`src/rtl/mult_commute_checker.sv`:
```
// Commutativity checker: two shift-add multiplier lanes compute a*b and b*a
// in parallel; their products and cycle counts are compared and errors tallied.

module ShiftAddLane #(
  parameter int WIDTH      = 4,
  parameter int CONST_TIME = 1
) (
  input  logic               clk,
  input  logic               rst,
  input  logic               load,
  input  logic [WIDTH-1:0]   mplierIn,
  input  logic [WIDTH-1:0]   mcandIn,
  output logic [2*WIDTH-1:0] acc,
  output logic [WIDTH:0]     count,
  output logic               busy
);

  logic [2*WIDTH-1:0] mcand;
  logic [WIDTH-1:0]   mplier;
  logic               lastCycle;

  // Early-exit lanes stop once the bits still to be consumed are all zero.
  always_comb begin
    lastCycle = 1'b0;
    if (CONST_TIME != 0)
      lastCycle = (count == (WIDTH+1)'(WIDTH-1));
    else
      lastCycle = (mplier[WIDTH-1:1] == '0);
  end

  always_ff @(posedge clk) begin
    if (rst) begin
      acc    <= '0;
      mcand  <= '0;
      mplier <= '0;
      count  <= '0;
      busy   <= 1'b0;
    end else if (load) begin
      acc    <= '0;
      mcand  <= {{WIDTH{1'b0}}, mcandIn};
      mplier <= mplierIn;
      count  <= '0;
      busy   <= 1'b1;
    end else if (busy) begin
      if (mplier[0])
        acc <= acc + mcand;
      mcand  <= mcand << 1;
      mplier <= mplier >> 1;
      count  <= count + 1'b1;
      if (lastCycle)
        busy <= 1'b0;
    end
  end

endmodule


```
`config.mk`:
```
export PLATFORM = sky130hd
export DESIGN_NAME = ShiftAddLane
export DESIGN_NICKNAME = d
export VERILOG_FILES = /design/src/rtl/mult_commute_checker.sv
export SDC_FILE = /design/constraint.sdc
export NUM_CORES = 1
export LEC_CHECK = 0
export ABC_AREA = 0
export ABC_CLOCK_PERIOD_IN_PS = 4400
export CORE_AREA = 2 2 67 69
export CTS_CLUSTER_SIZE = 24
export DETAILED_ROUTE_END_ITERATION = 10
export DIE_AREA = 0 0 69 71
export MAX_ROUTING_LAYER = met4
export PLACE_DENSITY = 0.55
export SLEW_MARGIN = 20
export SYNTH_ARGS = -nofsm -noshare
export SYNTH_HDL_FRONTEND = slang
export SYNTH_SLANG_ARGS = --single-unit
```
`constraint.sdc`:
```
create_clock -name clk -period 4.4 [get_ports clk]
set_input_delay 0.66 -clock clk [delete_from_list [all_inputs] [get_ports clk]]
set_output_delay 0.66 -clock clk [all_outputs]
set_load 0.01 [all_outputs]
```
Yosys cells after proc, flatten, opt, wreduce, memory -nomap -nowiden
Index checks and enable logic that the tools add are counted.
{"block": "word_totals", "regBits": 26, "in_bits": 11, "out_inout_bits": 14, "elab_cells": 19}
{"block": "classes", "add_sub_neg": 2, "n_eq_ne": 1, "mux": 7, "n_reduce_logical": 3}
{"op": "4-bit 2-to-1 mux", "n": 4}
{"op": "8-bit adder", "n": 1}
{"op": "5-bit by 1-bit adder with 5-bit output, second input constant", "n": 1}
{"op": "5-bit by 2-bit equality test with 1-bit output, second input constant", "n": 1}
{"op": "1-bit 2-to-1 mux", "n": 3}
{"op": "2-bit AND reduction", "n": 1}
{"op": "2-bit nonzero test", "n": 1}
{"op": "2-bit OR reduction", "n": 1}

Logic depth before layout (Yosys ltp)
Gate-level depths: netlist of the first run.
{"block": "depth", "word_depth": 4, "depth_mapped": 8, "depth_no_buf": 8}

Worst setup path after synthesis of the first run
Ideal clock, no wire load.
{"block": "synth_path", "path_kind": "reg2reg", "startpoint": "register acc[0]", "endpoint": "register acc[6]", "setup_ns": 0.062, "t_arrival_ns": 1.883, "required_time_ns": 4.338, "setup_slack_ns": 2.455, "stages_incl_launch_ff": 9, "path_buffers": 0, "period_less_slack_ns": 1.945, "cell_sequence": "dfxtp_1 ha_1 inv_1 fa_1 and2b_1 o21a_1 o21bai_1 a2111o_1 nand3_1"}
{"block": "synth_between", "elab_chain_cells": 1}
{"element": "from (decl)", "line": "13", "rtl": "output logic [2*WIDTH-1:0] acc,"}
{"element": "from (signal assigned)", "line": "46", "rtl": "acc <= acc + mcand;"}
{"element": "8-bit adder", "line": "46"}
Every way passes these cells.
A chain may end at the register's enable or synchronous reset.

Worst setup path after layout of the first run
{"block": "layout_path", "startpoint": "register busy", "endpoint": "output busy"}
{"element": "from (decl)", "line": "15", "rtl": "output logic busy"}
{"element": "from (signal assigned)", "line": "37", "rtl": "busy <= 1'b0;"}
{"element": "from (signal assigned)", "line": "43", "rtl": "busy <= 1'b1;"}
{"element": "from (signal assigned)", "line": "51", "rtl": "busy <= 1'b0;"}
No word-level cell between the ends.

==> reports/metrics.cfg, run 1 <==
[timing]
fmax_mhz = 388
skew_ps = 2.27
slew_headroom = 0.369
tns_ps = 0
setup_viol = 0
hold_viol_final = 0
min_period_over_period = 0.585
slew_viol_final = 0
fin_ws_ps = 1830
period_minus_slack_ps = 2570
worst_slew_pin_slew_ps = 945
rsz0062_at_grt = false

[synth]
synth_flop_cell = dfxtp_1
synth_top_family_by_area = simple AND/OR/NAND/NOR gates
synth_xor_area_frac = 0.0251
synth_largest_area_cell = dfxtp_1
synth_edf_count = 0
synth_common_cells = 27 x nor2_1, 26 x dfxtp_1, 15 x a21oi_1
syn_avg_cell_area_um2 = 8.84
synthAdderAreaFrac = 0.0860
ys_async_sr_fraction = 0
yosys.area_share.simple = 0.230
synth_seq_cells = 26
syn-num-nets = 178
synth_area_leaders = dfxtp_1 37%, mux2i_1 8.6%, nor2_1 7.3%, ha_1 7.2%, a21oi_1 5.4%
netlist_area_um2 = 1400
synth_compound_area_frac = 0.139
syn_inst = 158
yosysWarnings = 0
ys_types = 40
yosysMostFrequentCell = nor2_1
synthMuxAreaShare = 0.0860
synth_top_area_share = 0.373
yosysSeqAreaShare = 0.373

[pwr]
pwr-share-comb = 0.085
leakagePower_nw = 0.646
irDropWorstVdd_mv = 0.249
clkPwrFrac = 0.405
p_sw_w = 0.000106
p_sw_frac = 0.215
pwr-share-seq = 0.509
power-per-cell-area_nw_per_um2 = 287
internal_power_w = 0.000386

[setup_path]
end_kind = output pin
crit_buf_inv = 1
critical_path.cell_chain = clkdlybuf4s50_1
cp.required_ps = 3740
criticalPathCategory = register to output pin
critPathMaxStageDelay_ps = 950
reg2regPathDepth = 5
critical_path_depth = 1
critPathSlowestCell = dfxtp_1
critPathTopFamily = flip-flops
startpoint_type = register
crit_fanout = 22
cp.arrival_ps = 1910

[route]
wl_per_cell_um = 12.2
wl_um = 2810
vias = 1147
drtIter0Drc = 66
antenna_left = 0
drcViolationCount = 0
via_per_inst = 4.99
drt_first_pass_iters = 4

[floorplanning]
core-area_um2 = 4200
fp.dieH_um = 71
die_w_um = 69
std_cell_rows = 24
initial_core_util = 0.332
io_pins = 25
fp.dieArea_um2 = 4900

[placed_design]
place.port_buffers = 24
place_congestion = 0.840
dpl.hpwl_um = 2060
place_worst_setup_slack_ps = 1960

[job]
drv_cap = 0

[min_path]
whs_path_depth = 2
worstHoldPathType = register to register

[clock_tree]
insertion_delay_ps = 270
ctsHoldBuffers = 0
cts-root-buf = clkbuf_8
clk_pin_slew_ps = 90
clockBufferDepth = 2
cts_resized = 0
clock-sinks = 26
h-tree-depth = 1
cts-buffers-inserted = 3
post_cts_buffers = 0
cts_tree = built

[grt]
antenna_found_initial = 0
globalRouteOverflowTotal = 0
grt_pass1_vias = 1104
grt_usage = 0.125
grt_pass1_wl_um = 4930
grt_start_max_net_pins = 23

[layout]
area_growth_pct = 22.8
fill_cells = 413
nets = 199
diodes = 0
drive_above_1_share = 0.0562

[run_status]
outcome = complete, no violations

cell usage in the layout (no fill, tap or decap), drive strengths merged, types with 2 or more instances in the layout:
cell type,count
and2b,2
mux2i,12
clkdlybuf4s50,24
xor2,3
o21a,2
o21ai,2
dfxtp,26
a21oi,15
a211oi,2
clkbuf,3
nand4,4
nor4,3
o21bai,2
nor3b,3
ha,8
nand2,8
nor2,27
inv,5
nor3,4
nand3,4
and2,2
path summary, 6_finish.rpt:
path	end	slack [ps]	startpoint
worst min register to register	acc[3]	480	acc[3]
worst max register to register	acc[7]	2180	busy
worst max-delay path	busy	1830	busy
worst min-delay path	acc[3]	480	acc[3]
final cells by class:
| cell class | instances | area, um2 | share of cell area |
|---|---|---|---|
| clock buffers | 3 | 41.3 | 0.0241 |
| flip-flops and latches | 26 | 520 | 0.304 |
| multi-input cells | 118 | 791 | 0.461 |
| repair buffers | 25 | 248 | 0.145 |
| inverters | 5 | 18.8 | 0.0109 |
| clock inverters | 1 | 30.0 | 0.0175 |
| well taps | 52 | 65.1 | 0.0380 |
through the flow:
stage               cells  hold WS [ps]  cell area [um2]  power, W   util
floorplan             158           487             1400  0.000283      -
global placement      226           475             1640  0.000297  0.391
detailed placement    226           471             1640  0.000298  0.391
CTS                   230           486             1710  0.000498  0.408
global route          230           519             1710  0.000514  0.408
finish                230           484             1710  0.000491  0.408
power groups by stage:
stage / clock network, W / registers (W) / logic, W
3_3_place_gp: 0 / 0.000256 / 0.0000411
5_1_grt: 0.000216 / 0.000252 / 0.0000470
2_1_floorplan: 0 / 0.000251 / 0.0000326
4_1_cts: 0.000205 / 0.000251 / 0.0000421
3_5_place_dp: 0 / 0.000256 / 0.0000419
6_report: 0.000199 / 0.000250 / 0.0000420
routing by layer:
layer,share of wire,track usage
met1,0.47,0.155
met2,0.46,0.202
met3,0.063,0.0399
met4,0.0061,0.0240
met5,0,-
logic make-up after synthesis:
group                      Yosys count
AOI/OAI and AO/OA                   30
xor gates and xnor gates             4
adders and majority gates            9
buffers and inverters               14
DFF                                 26
muxes                               12
and+or+nand+nor                     63
flip-flops by register name, summed over array words and instances, names as in the netlist:
signal and cells:
busy 1, mplier 4, mcand 8, count 5
acc 8
Note: power is estimated with default switching activity, not from simulation.
==> run 2: changes to the inputs <==
- ABC_CLOCK_PERIOD_IN_PS: 4400 -> 2400
- clock period: 4.4 -> 2.4 ns (I/O delays scaled with it)
==> reports/metrics.cfg, run 2 (synthesis results as in run 1) <==
[floorplanning]
die_w_um = 69  ; unchanged
fp.dieArea_um2 = 4900  ; unchanged
initial_core_util = 0.332  ; unchanged
fp.dieH_um = 71  ; unchanged
std_cell_rows = 24  ; unchanged
core-area_um2 = 4200  ; unchanged
io_pins = 25  ; unchanged

[layout]
diodes = 0  ; unchanged
drive_above_1_share = 0.0769  ; +0.0207
reg.largest.list = acc x8, mcand x8, count x5
seqCellArea_um2 = 520  ; unchanged
multi_input_area_um2 = 791  ; unchanged
final_common_cell = nor2_1
most-common-layout-cells = 27 x nor2_1, 26 x dfxtp_1, 24 x clkdlybuf4s50_1, 15 x a21oi_1, 12 x mux2i_1
nets = 203  ; +2.0%
fill_cells = 428  ; +3.6%
area_growth_pct = 24.9
final_cells = 234  ; +1.7%

[timing]
setup_viol = 0  ; unchanged
slew_headroom = 0.701  ; +0.331
slew_viol_final = 0  ; unchanged
rsz0062_at_grt = false
fmax_mhz = 502
min_period_over_period = 0.831
period_minus_slack_ps = 1990
hold_viol_final = 0  ; unchanged
worst_slew_pin_slew_ps = 449  ; -496 ps
tns_ps = 0  ; unchanged
whs_ps = 479  ; -4.97 ps
skew_ps = 4.85  ; +2.58 ps

[setup_path]
crit_fanout = 3  ; -86%
cp.arrival_ps = 2220  ; +310 ps
cp.required_ps = 2620  ; -1120 ps
startpoint_type = register
end_kind = register
criticalPathCategory = register to register

[grt]
grt_usage = 0.122  ; -0.00263
grt_start_max_net_pins = 16  ; -30%
globalRouteOverflowTotal = 0  ; unchanged
grt_pass1_wl_um = 4830  ; -2.1%
antenna_found_initial = 0  ; unchanged
grt_pass1_vias = 1092  ; -1.1%

[route]
via_per_inst = 4.97  ; -0.34%
drt_first_pass_iters = 4  ; unchanged
vias = 1163  ; +1.4%
wl_um = 2840  ; +1.1%
drcViolationCount = 0  ; unchanged
wl_per_cell_um = 12.1  ; -0.62%
drtIter0Drc = 31  ; -53%
antenna_left = 0  ; unchanged

[clock_tree]
cts_tree = built
cts_resized = 0  ; unchanged
ctsHoldBuffers = 0  ; unchanged
h-tree-depth = 1  ; unchanged
clk_pin_slew_ps = 100  ; about the same
clockBufferDepth = 2  ; unchanged
cts-buffers-inserted = 3  ; unchanged
clock-sinks = 26  ; unchanged
post_cts_buffers = 0  ; unchanged
insertion_delay_ps = 270  ; about the same
cts-root-buf = clkbuf_8

[pwr]
irDropWorstVdd_mv = 0.383  ; +54%
power-per-cell-area_nw_per_um2 = 522  ; +82%
leakagePower_nw = 0.666  ; +3.0%
p_total_w = 0.000911  ; +85%

[placed_design]
place_congestion = 0.867  ; +3.2%
place.port_buffers = 24  ; unchanged
dpl.hpwl_um = 2120  ; +2.7%
dp.cells = 230  ; +1.8%

[min_path]
worstHoldPathType = register to register

[run_status]
outcome = complete, no violations

[job]
drv_cap = 0  ; unchanged

[run 2: final cells by class]
cell class,instances,share of cell area
Clock inverter,1,0.0172
Tap cell,52,0.0373
Inverter,5,0.0108
Clock buffer,3,0.0237
Multi-Input combinational cell,118,0.453
Timing Repair Buffer,29,0.159
Sequential cell,26,0.298
[run 2: critical path: stages, from the launching register on]
cell and delay, ps:
dfxtp_1 360, ha_1 210, inv_1 70, fa_1 360, and2b_1 220, o21a_1 160, o21bai_1 90, a2111o_1 400
nand3_1 70
[run 2: worst paths after layout]
path	endpoint	startpoint	cells past startpoint	slack, ps
max reg2reg	acc[6]	acc[0]	8	410
min reg2reg	acc[3]	acc[3]	2	480
max	acc[6]	acc[0]	8	410
min	acc[3]	acc[3]	2	480
[run 2: through the flow]
stage	util	setup WS (ps)	area [um2]
finish	0.415	406	1740
global route	0.415	250	1740
CTS	0.415	397	1740
detailed placement	0.398	422	1670
global placement	0.398	458	1670
floorplan	-	455	1400
[run 2: routing by layer]
layer | part of all wire | GRT usage | up-vias
li1 | - | - | 610
met1 | 0.49 | 0.155 | 526
met2 | 0.47 | 0.200 | 25
met3 | 0.036 | 0.0299 | 2
met4 | 0.0053 | 0.0240 | 0
met5 | 0 | - | -
[run 2: report_power, final]
group | total, W | internal, W | switching, W
logic | 0.0000879 | 0.0000467 | 0.0000412
registers | 0.000454 | 0.000442 | 0.0000121
clock network | 0.000369 | 0.000223 | 0.000146
total | 0.000911 | 0.000712 | 0.000199
